--- src/rtl/hazard_ctrl.sv ---
// Pipeline hazard controller: tracks in-flight destination tags over DEPTH stages and
// produces operand forwarding selects, load-use stall/bubble, branch fetch flush and perf counters.
module hazard_ctrl #(
  parameter int AW       = 5,
  parameter int DEPTH    = 3,
  parameter int LOAD_LAT = 1,
  parameter int ZREG     = 31,
  parameter int CNT_W    = 32
) (
  input  logic                           clk,
  input  logic                           rst,
  input  logic                           dec_valid,
  input  logic [AW-1:0]                  dec_rs1,
  input  logic [AW-1:0]                  dec_rs2,
  input  logic                           dec_rs1_used,
  input  logic                           dec_rs2_used,
  input  logic [AW-1:0]                  dec_rd,
  input  logic                           dec_wr,
  input  logic                           dec_load,
  input  logic                           br_taken,
  output logic                           stall,
  output logic                           bubble,
  output logic                           flush_if,
  output logic [$clog2(DEPTH+1)-1:0]     fwd_a,
  output logic [$clog2(DEPTH+1)-1:0]     fwd_b,
  output logic [CNT_W-1:0]               stall_cnt,
  output logic [CNT_W-1:0]               flush_cnt
);

  localparam int FW = $clog2(DEPTH+1);
  localparam logic [AW-1:0] ZR = AW'(ZREG);

  logic [DEPTH:1]         valid_q, valid_d;
  logic [DEPTH:1]         wr_q, wr_d;
  logic [DEPTH:1]         load_q, load_d;
  logic [DEPTH:1][AW-1:0] rd_q, rd_d;
  logic [CNT_W-1:0]       stall_cnt_q, stall_cnt_d;
  logic [CNT_W-1:0]       flush_cnt_q, flush_cnt_d;

  logic [DEPTH:1] live;
  logic           hazard;
  logic [FW-1:0]  sel_a, sel_b;
  logic           accept;

  always_comb begin
    live   = '0;
    hazard = 1'b0;
    sel_a  = '0;
    sel_b  = '0;
    for (int k = 1; k <= DEPTH; k++) begin
      live[k] = valid_q[k] && wr_q[k] && (rd_q[k] != ZR);
    end
    for (int k = 1; k <= DEPTH; k++) begin
      if (k <= LOAD_LAT && live[k] && load_q[k] &&
          ((dec_rs1_used && rd_q[k] == dec_rs1) || (dec_rs2_used && rd_q[k] == dec_rs2))) begin
        hazard = 1'b1;
      end
    end
    // Walk oldest to youngest so the youngest matching stage wins.
    for (int k = DEPTH; k >= 1; k--) begin
      if (live[k] && !(load_q[k] && k <= LOAD_LAT)) begin
        if (dec_rs1_used && rd_q[k] == dec_rs1) sel_a = FW'(k);
        if (dec_rs2_used && rd_q[k] == dec_rs2) sel_b = FW'(k);
      end
    end
  end

  assign stall     = !rst && dec_valid && hazard;
  assign bubble    = stall;
  assign flush_if  = !rst && dec_valid && br_taken && !stall;
  assign fwd_a     = rst ? '0 : sel_a;
  assign fwd_b     = rst ? '0 : sel_b;
  assign stall_cnt = stall_cnt_q;
  assign flush_cnt = flush_cnt_q;

  assign accept = dec_valid && !stall;

  always_comb begin
    valid_d = valid_q;
    wr_d    = wr_q;
    load_d  = load_q;
    rd_d    = rd_q;
    for (int k = DEPTH; k >= 2; k--) begin
      valid_d[k] = valid_q[k-1];
      wr_d[k]    = wr_q[k-1];
      load_d[k]  = load_q[k-1];
      rd_d[k]    = rd_q[k-1];
    end
    // A stalled or empty decode slot enters the pipe as a bubble; nothing freezes.
    valid_d[1] = accept;
    wr_d[1]    = accept && dec_wr;
    load_d[1]  = accept && dec_load;
    rd_d[1]    = accept ? dec_rd : '0;

    stall_cnt_d = stall_cnt_q;
    flush_cnt_d = flush_cnt_q;
    if (stall && stall_cnt_q != '1)    stall_cnt_d = stall_cnt_q + CNT_W'(1);
    if (flush_if && flush_cnt_q != '1) flush_cnt_d = flush_cnt_q + CNT_W'(1);
  end

  always_ff @(posedge clk) begin
    if (rst) begin
      valid_q     <= '0;
      wr_q        <= '0;
      load_q      <= '0;
      rd_q        <= '0;
      stall_cnt_q <= '0;
      flush_cnt_q <= '0;
    end else begin
      valid_q     <= valid_d;
      wr_q        <= wr_d;
      load_q      <= load_d;
      rd_q        <= rd_d;
      stall_cnt_q <= stall_cnt_d;
      flush_cnt_q <= flush_cnt_d;
    end
  end

endmodule

--- config.mk ---
export PLATFORM = sky130hd
export DESIGN_NAME = hazard_ctrl
export DESIGN_NICKNAME = d
export VERILOG_FILES = /design/src/rtl/hazard_ctrl.sv
export SDC_FILE = /design/constraint.sdc
export NUM_CORES = 1
export LEC_CHECK = 0
export CORE_ASPECT_RATIO = 0.6
export CORE_UTILIZATION = 55
export DETAILED_ROUTE_END_ITERATION = 10
export GPL_TIMING_DRIVEN = 1
export PLACE_DENSITY = 0.84
export SYNTH_ARGS = -nofsm -noshare
export SYNTH_HDL_FRONTEND = slang
export SYNTH_SLANG_ARGS = --single-unit
export TNS_END_PERCENT = 50
--- constraint.sdc ---
create_clock -name clk -period 3.6 [get_ports clk]
set_input_delay 0.36 -clock clk [delete_from_list [all_inputs] [get_ports clk]]
set_output_delay 0.36 -clock clk [all_outputs]
set_load 0.05 [all_outputs]
==> results of run 1 <==
-- flip-flops by register name, summed over array words and instances (netlist names) --
| register | cells |
|---|---|
| flush_cnt | 32 |
| load_q | 1 |
| rd_d | 10 |
| rd_q | 5 |
| stall_cnt | 32 |
| valid_q | 3 |
| wr_q | 3 |
-- Yosys cell counts, types with 12 or more instances --
cell	instances
nor4_1	15
nand2_1	36
nor2_1	28
xor2_1	24
and3_1	19
nand4_1	23
a21oi_1	42
or4_1	43
and4_1	12
clkbuf_1	23
dfxtp_1	86
nand3_1	27
o31ai_1	32
mux2_2	12
nor2b_1	28
-- critical path, cell delays in order --
cell and delay, ns:
clkdlybuf4s50_1 0.49, xor2_1 0.19, nor4_1 0.36, nand3_1 0.23, nor3b_1 0.35, nor3_1 0.10, clkdlybuf4s50_1 0.71
-- area by class of cell --
| cell class | instances | area share [%] |
|---|---|---|
| clock inverters | 4 | 0.803 |
| multi-input cells | 421 | 46.6 |
| clock buffers | 11 | 4.10 |
| flip-flops and latches | 86 | 29.1 |
| repair buffers | 101 | 16.6 |
| well taps | 108 | 2.28 |
| inverters | 9 | 0.571 |
-- logic make-up after synthesis --
group | after synthesis | share of synthesized area [%]
XOR/XNOR | 30 | 5.65
multiplexers | 13 | 3.12
adder cells (fa/ha/maj) | 2 | 0.538
buffers and inverters | 41 | 4.01
flip-flops | 86 | 37.0
AO/OA/AOI/OAI | 109 | 15.4
AND/OR/NAND/NOR | 267 | 34.2
-- per-layer routing --
metal | routed length, µm | share of wire [%] | global-route usage (%) | vias to the layer above
met5 | 0 | 0 | 0 | -
met4 | 116 | 0.83 | 6.04 | 0
met3 | 1550 | 11 | 9.92 | 17
met2 | 5870 | 42 | 45.7 | 280
met1 | 6430 | 46 | 46.6 | 2259
li1 | - | - | - | 2273
-- how the worst min path moves through the flow --
stage / end / cells after the start
floorplan: wr_q[2]$_SDFF_PP0_ / 1
global placement: valid_q[3]$_SDFF_PP0_ / 1
detailed placement: wr_q[3]$_SDFF_PP0_ / 1
CTS: stall_cnt[5]$_SDFFE_PP0P_ / 3
global route: valid_q[3]$_SDFF_PP0_ / 1
finish: stall_cnt[5]$_SDFFE_PP0P_ / 3
-- power breakdown --
part	total, mW	switching, mW	internal (mW)
logic	0.111	0.0640	0.0471
registers	0.970	0.0104	0.960
clock network	0.927	0.377	0.550
-- through the flow --
stage / cell area [µm²] / hold WS, ns / worst slack [ns]
global placement: 5630 / 0.451 / 0.508
detailed placement: 5630 / 0.459 / 0.474
CTS: 5920 / 0.446 / 0.462
floorplan: 4650 / 0.438 / 0.907
finish: 5920 / 0.460 / 0.444
global route: 5920 / 0.485 / 0.294
==> reports/qor.yml, run 1 <==
synth:
  netlist_top_cells_area: "dfxtp_1 (37%), or4_1 (6.9%), o31ai_1 (5.2%)"
  synth.cell_area_um2: 4650
  synthesized_net_count: 573
  synth_area_leader_cell: "dfxtp_1"
  postSynth.topFlopCell: "dfxtp_1"
  yosys.cell_types.count: 50
  async_sr_flop_fraction_pct: 0
  synth-seq-cells: 86
  synthesis_warnings: 0
  post-synth-top-area-fraction_pct: 37.0
  synth_enable_flop_cells: 0
  yosysSeqAreaShare_pct: 37.0
  syn-instance-count: 548
  synthesis.area_per_instance_um2: 8.49
sta:
  worst_pin_slew_ns: 0.784
  period_share_pct: 87.7
  finalMaxSlewViolations: 0
  hold_violations: 0
  fin_setup_tns_ns: 0
  finalSetupViolCount: 0
  slew_headroom_pct: 47.3
  timing.clock.skew_ns: 0.00384
  setup_repair_after_global_routing_missed_its_margin: "false"
  achievable-frequency_mhz: 317
  clock_period_minus_final_worst_setup_slack_ns: 3.16
worst_setup_path:
  setup.worst_path.class: "primary input to primary output"
  flop2flop_setup_slack_ns: 0.72
  crit_required_ns: 3.24
  critical_path.startpoint: "dec_rs2[4]"
  rr_endpoint: "stall_cnt[19]$_SDFFE_PP0P_"
  rr_worst_depth: 7
  setup.worst_path.end_class: "primary output"
  critical_path.max_fanout: 3
  arrival_ns: 2.80
  worstReg2RegStart: "stall_cnt[0]$_SDFFE_PP0P_"
  crit_path_start_kind: "primary input"
  critical_path.endpoint: "fwd_b[1]"
clock_tree:
  cts_max_path_buffers: 2
  cts_num_sinks: 86
  insertion_delay_ns: 0.35
  clock_transition_at_the_registers_of_the_reported_paths_ns: 0.06
  cts_post_setup_buffers_inserted: 0
  hold_buffers: 0
  tritoncts: "yes"
  cts-htree-levels: 3
  cts_made_buffers: 9
  post_cts.resized_instances: 0
  clockRootBuffer: "clkbuf_16"
floorplan:
  core_area_um2: 8040
  start_util_pct: 57.9
  die_width_um: 121
  core.rowCount: 25
  num_io_pins: 94
  die_h_um: 73.2
  floorplan_die_area_um2: 8840
global_routing:
  global_route_overflow: 0
  grt_antenna_before_repair: 0
  grt_pass1_vias: 4195
  groute.usage.overall_pct: 31.8
  grt_first_pass_wirelength_mm: 21.6
  grt_max_degree: 58
hold_path:
  worstHoldStart: "rst"
  min-delay-path-class: "primary input to register"
cells_and_area:
  layout.cells.most_common: "clkdlybuf4s50_1"
  drive_above_1_share_pct: 8.54
  nFillCells: 612
  register_area_um2: 1720
  antenna_cells: 0
  synthToLayoutAreaGrowth_pct: 27.3
  area_taken_by_multi_input_logic_gates_um2: 2760
  layout.cells.non_filler: 740
  most-common-layout-cells: "clkdlybuf4s50_1 (90), dfxtp_1 (86), or4_1 (43), a21oi_1 (41), nand2_1 (36)"
  finish.utilization_pct: 73.6
  num-nets-final: 653
route:
  detail_routed_via_count_per_cell: 6.53
  post-route-drc-count: 0
  detailroute.via_count: 4829
  drtAntennaViolNets: 0
  detailedRoute.firstPassIterationCount: 6
  drt_first_iter_violations: 670
  routedWlPerCell_um: 18.9
  wl_mm: 14.0
placed_design:
  port_buffers: 93
  placedCellCount: 725
  gpl.final_weighted_congestion: 0.903
  dp.final_hpwl_mm: 9.66
pwr:
  power.leakage_nw: 1.96
  power.density_nw_per_um2: 339
  vdd.ir_drop.worst_uv: 244
  finalPower_mw: 2.01
run:
  number_of_maximum_capacitance_constraint_violations: 0
outcome:
  run_status: "finished, final reports clean"
Note: power is estimated with default switching activity, not from simulation.
==> run 2: changes to the inputs <==
Settings changed: TNS_END_PERCENT 50 to not set.
==> results of run 2 <==
Final layout, timing and power as in run 1 (identical DEF).
==> run 3: changes to the inputs <==
Settings changed: CORE_MARGIN set to 1.5.
==> run 3 against run 2 <==
Against the previous run:
- non-clock buffer count fell by 1
- register-to-register slack hardly changed
- sequential power barely moved
- final cell count unchanged
- first-iteration DRC count shrank 19%
- clock skew grew 0.0059 ns
==> reports/qor.yml, run 3 (synthesized netlist as in run 1, its figures left out) <==
route:
  wl_mm: 13.8  # -0.94%
  routedWlPerCell_um: 18.7  # -0.94%
  post-route-drc-count: 0  # unchanged
  detail_routed_via_count_per_cell: 6.51  # -0.25%
  drt_first_iter_violations: 546  # -19%
  drtAntennaViolNets: 0  # unchanged
  detailroute.via_count: 4817  # -0.25%
  detailedRoute.firstPassIterationCount: 5  # -1
cells_and_area:
  num-nets-final: 652  # -0.15%
  postLayoutCellArea_um2: 5970  # +0.78%
  drive_above_1_share_pct: 8.86  # +0.32 points
  layout.cells.most_common: "clkdlybuf4s50_1"
  most-common-layout-cells: "clkdlybuf4s50_1 (88), dfxtp_1 (86), or4_1 (43), a21oi_1 (41), nand2_1 (36)"
  synthToLayoutAreaGrowth_pct: 28.3
  antenna_cells: 0  # unchanged
pwr:
  vdd.ir_drop.worst_uv: 259  # +6.0%
  power.density_nw_per_um2: 362  # +6.9%
  power.leakage_nw: 1.98  # +1.2%
worst_setup_path:
  crit_path_max_cell_delay_ns: 0.74  # +0.03 ns
  critical_path_cell_by_cell: "clkdlybuf4s50_1 -> xor2_1 -> nor4_1 -> nand3_1 -> nor3b_1 -> nor3_1 -> clkdlybuf4s50_1"
  worstReg2RegStart: "stall_cnt[0]$_SDFFE_PP0P_"
  crit_path_start_kind: "primary input"
  rr_endpoint: "stall_cnt[21]$_SDFFE_PP0P_"
  critical_path.slowest_cell: "clkdlybuf4s50_1"
  critical_path.endpoint: "fwd_b[1]"
  crit_required_ns: 3.24  # about the same
  arrival_ns: 2.79  # about the same
  flop2flop_setup_slack_ns: 0.72  # about the same
  critical_path.max_fanout: 3  # unchanged
  setup.worst_path.end_class: "primary output"
  rr_worst_depth: 7  # unchanged
  setup.worst_path.class: "primary input to primary output"
  crit_top_cell: "clkdlybuf4s50_1"
  critical_path.startpoint: "dec_rs2[4]"
sta:
  clock_period_minus_final_worst_setup_slack_ns: 3.15  # -0.00215 ns
  finalSetupViolCount: 0  # unchanged
  period_share_pct: 87.6  # about the same
  hold-worst-slack_ns: 0.257  # -0.203 ns
  fin_setup_tns_ns: 0  # unchanged
  achievable-frequency_mhz: 317  # about the same
  timing.clock.skew_ns: 0.00969  # +0.00585 ns
  hold_violations: 0  # unchanged
  fin_ws_ns: 0.446  # +0.00215 ns
  worst_pin_slew_ns: 0.908  # +0.124 ns
  slew_headroom_pct: 39.5  # -7.8 points
  setup_repair_after_global_routing_missed_its_margin: "false"
  finalMaxSlewViolations: 0  # unchanged
run:
  number_of_maximum_capacitance_constraint_violations: 0  # unchanged
placed_design:
  port_buffers: 93  # unchanged
  dp_worst_setup_slack_ns: 0.476  # +0.00223 ns
  placement.cell_area_um2: 5620  # -0.22%
  dp.final_hpwl_mm: 9.61  # -0.49%
  gpl.final_weighted_congestion: 0.892  # -1.2%
global_routing:
  groute.usage.overall_pct: 30.8  # -0.98 points
  global_route_overflow: 0  # unchanged
  grt_max_degree: 90  # +55%
  grt_antenna_before_repair: 0  # unchanged
  grt_first_pass_wirelength_mm: 21.7  # about the same
  grt_pass1_vias: 4197  # +0.048%
outcome:
  run_status: "finished, final reports clean"
floorplan:
  floorplan_die_area_um2: 9040  # +2.2%
  core_area_um2: 8040  # unchanged
  core.rowCount: 25  # unchanged
  start_util_pct: 57.9  # unchanged
  die_width_um: 122  # +0.83%
  die_h_um: 74.2  # +1.4%
  num_io_pins: 94  # unchanged
clock_tree:
  hold_buffers: 0  # unchanged
  insertion_delay_ns: 0.34  # about the same
  post_cts.resized_instances: 0  # unchanged
  cts_post_setup_buffers_inserted: 0  # unchanged
  tritoncts: "yes"
  cts-htree-levels: 3  # unchanged
  clock_transition_at_the_registers_of_the_reported_paths_ns: 0.06  # about the same
  cts_num_sinks: 86  # unchanged
  cts_made_buffers: 9  # unchanged
  cts_max_path_buffers: 2  # unchanged
  clockRootBuffer: "clkbuf_16"
hold_path:
  worstHoldStart: "rst"
  min-delay-path-class: "primary input to register"
==> run 3: worst min-delay path by stage <==
stage,end,slack [ns],cells after the start
6_report,flush_cnt[1]$_SDFFE_PP0P_,0.26,2
5_1_grt,flush_cnt[1]$_SDFFE_PP0P_,0.24,2
3_5_place_dp,wr_q[2]$_SDFF_PP0_,0.47,1
2_1_floorplan,wr_q[2]$_SDFF_PP0_,0.44,1
4_1_cts,flush_cnt[1]$_SDFFE_PP0P_,0.24,2
3_3_place_gp,valid_q[3]$_SDFF_PP0_,0.46,1
==> run 3: area by class of cell <==
cell class	count	area (µm²)
multi-input cells	421	2760
repair buffers	100	968
fillers	583	2070
inverters	9	33.8
flip-flops and latches	86	1720
well taps	108	135
clock buffers	11	243
clock inverters	5	106
==> run 3: metrics by stage <==
stage	total power [mW]	utilization (%)	instances
2_1_floorplan	1.05	-	548
3_3_place_gp	1.10	69.9	724
3_5_place_dp	1.10	69.9	724
4_1_cts	2.17	74.2	740
5_1_grt	2.23	74.2	740
6_report	2.16	74.2	740
==> run 3: critical path: cells and delay by family <==
kind	cells	cell delay, ns
buf+inv	2	1.25
xor+xnor	1	0.20
simple gates	4	0.99
==> run 3: per-layer routing <==
layer  track usage [%]  share of wire, %  vias to the layer above
met5                 0                 0                        -
met4              6.80              0.54                        0
met3              6.60                10                        8
met1              47.1                48                     2282
met2              44.2                41                      263
li1                  -                 -                     2264
==> run 3: power by group <==
| group | switching, mW | total [mW] | internal, mW |
|---|---|---|---|
| logic | 0.0639 | 0.111 | 0.0466 |
| clock network | 0.384 | 1.08 | 0.699 |
| registers | 0.00982 | 0.969 | 0.959 |
| total | 0.458 | 2.16 | 1.70 |
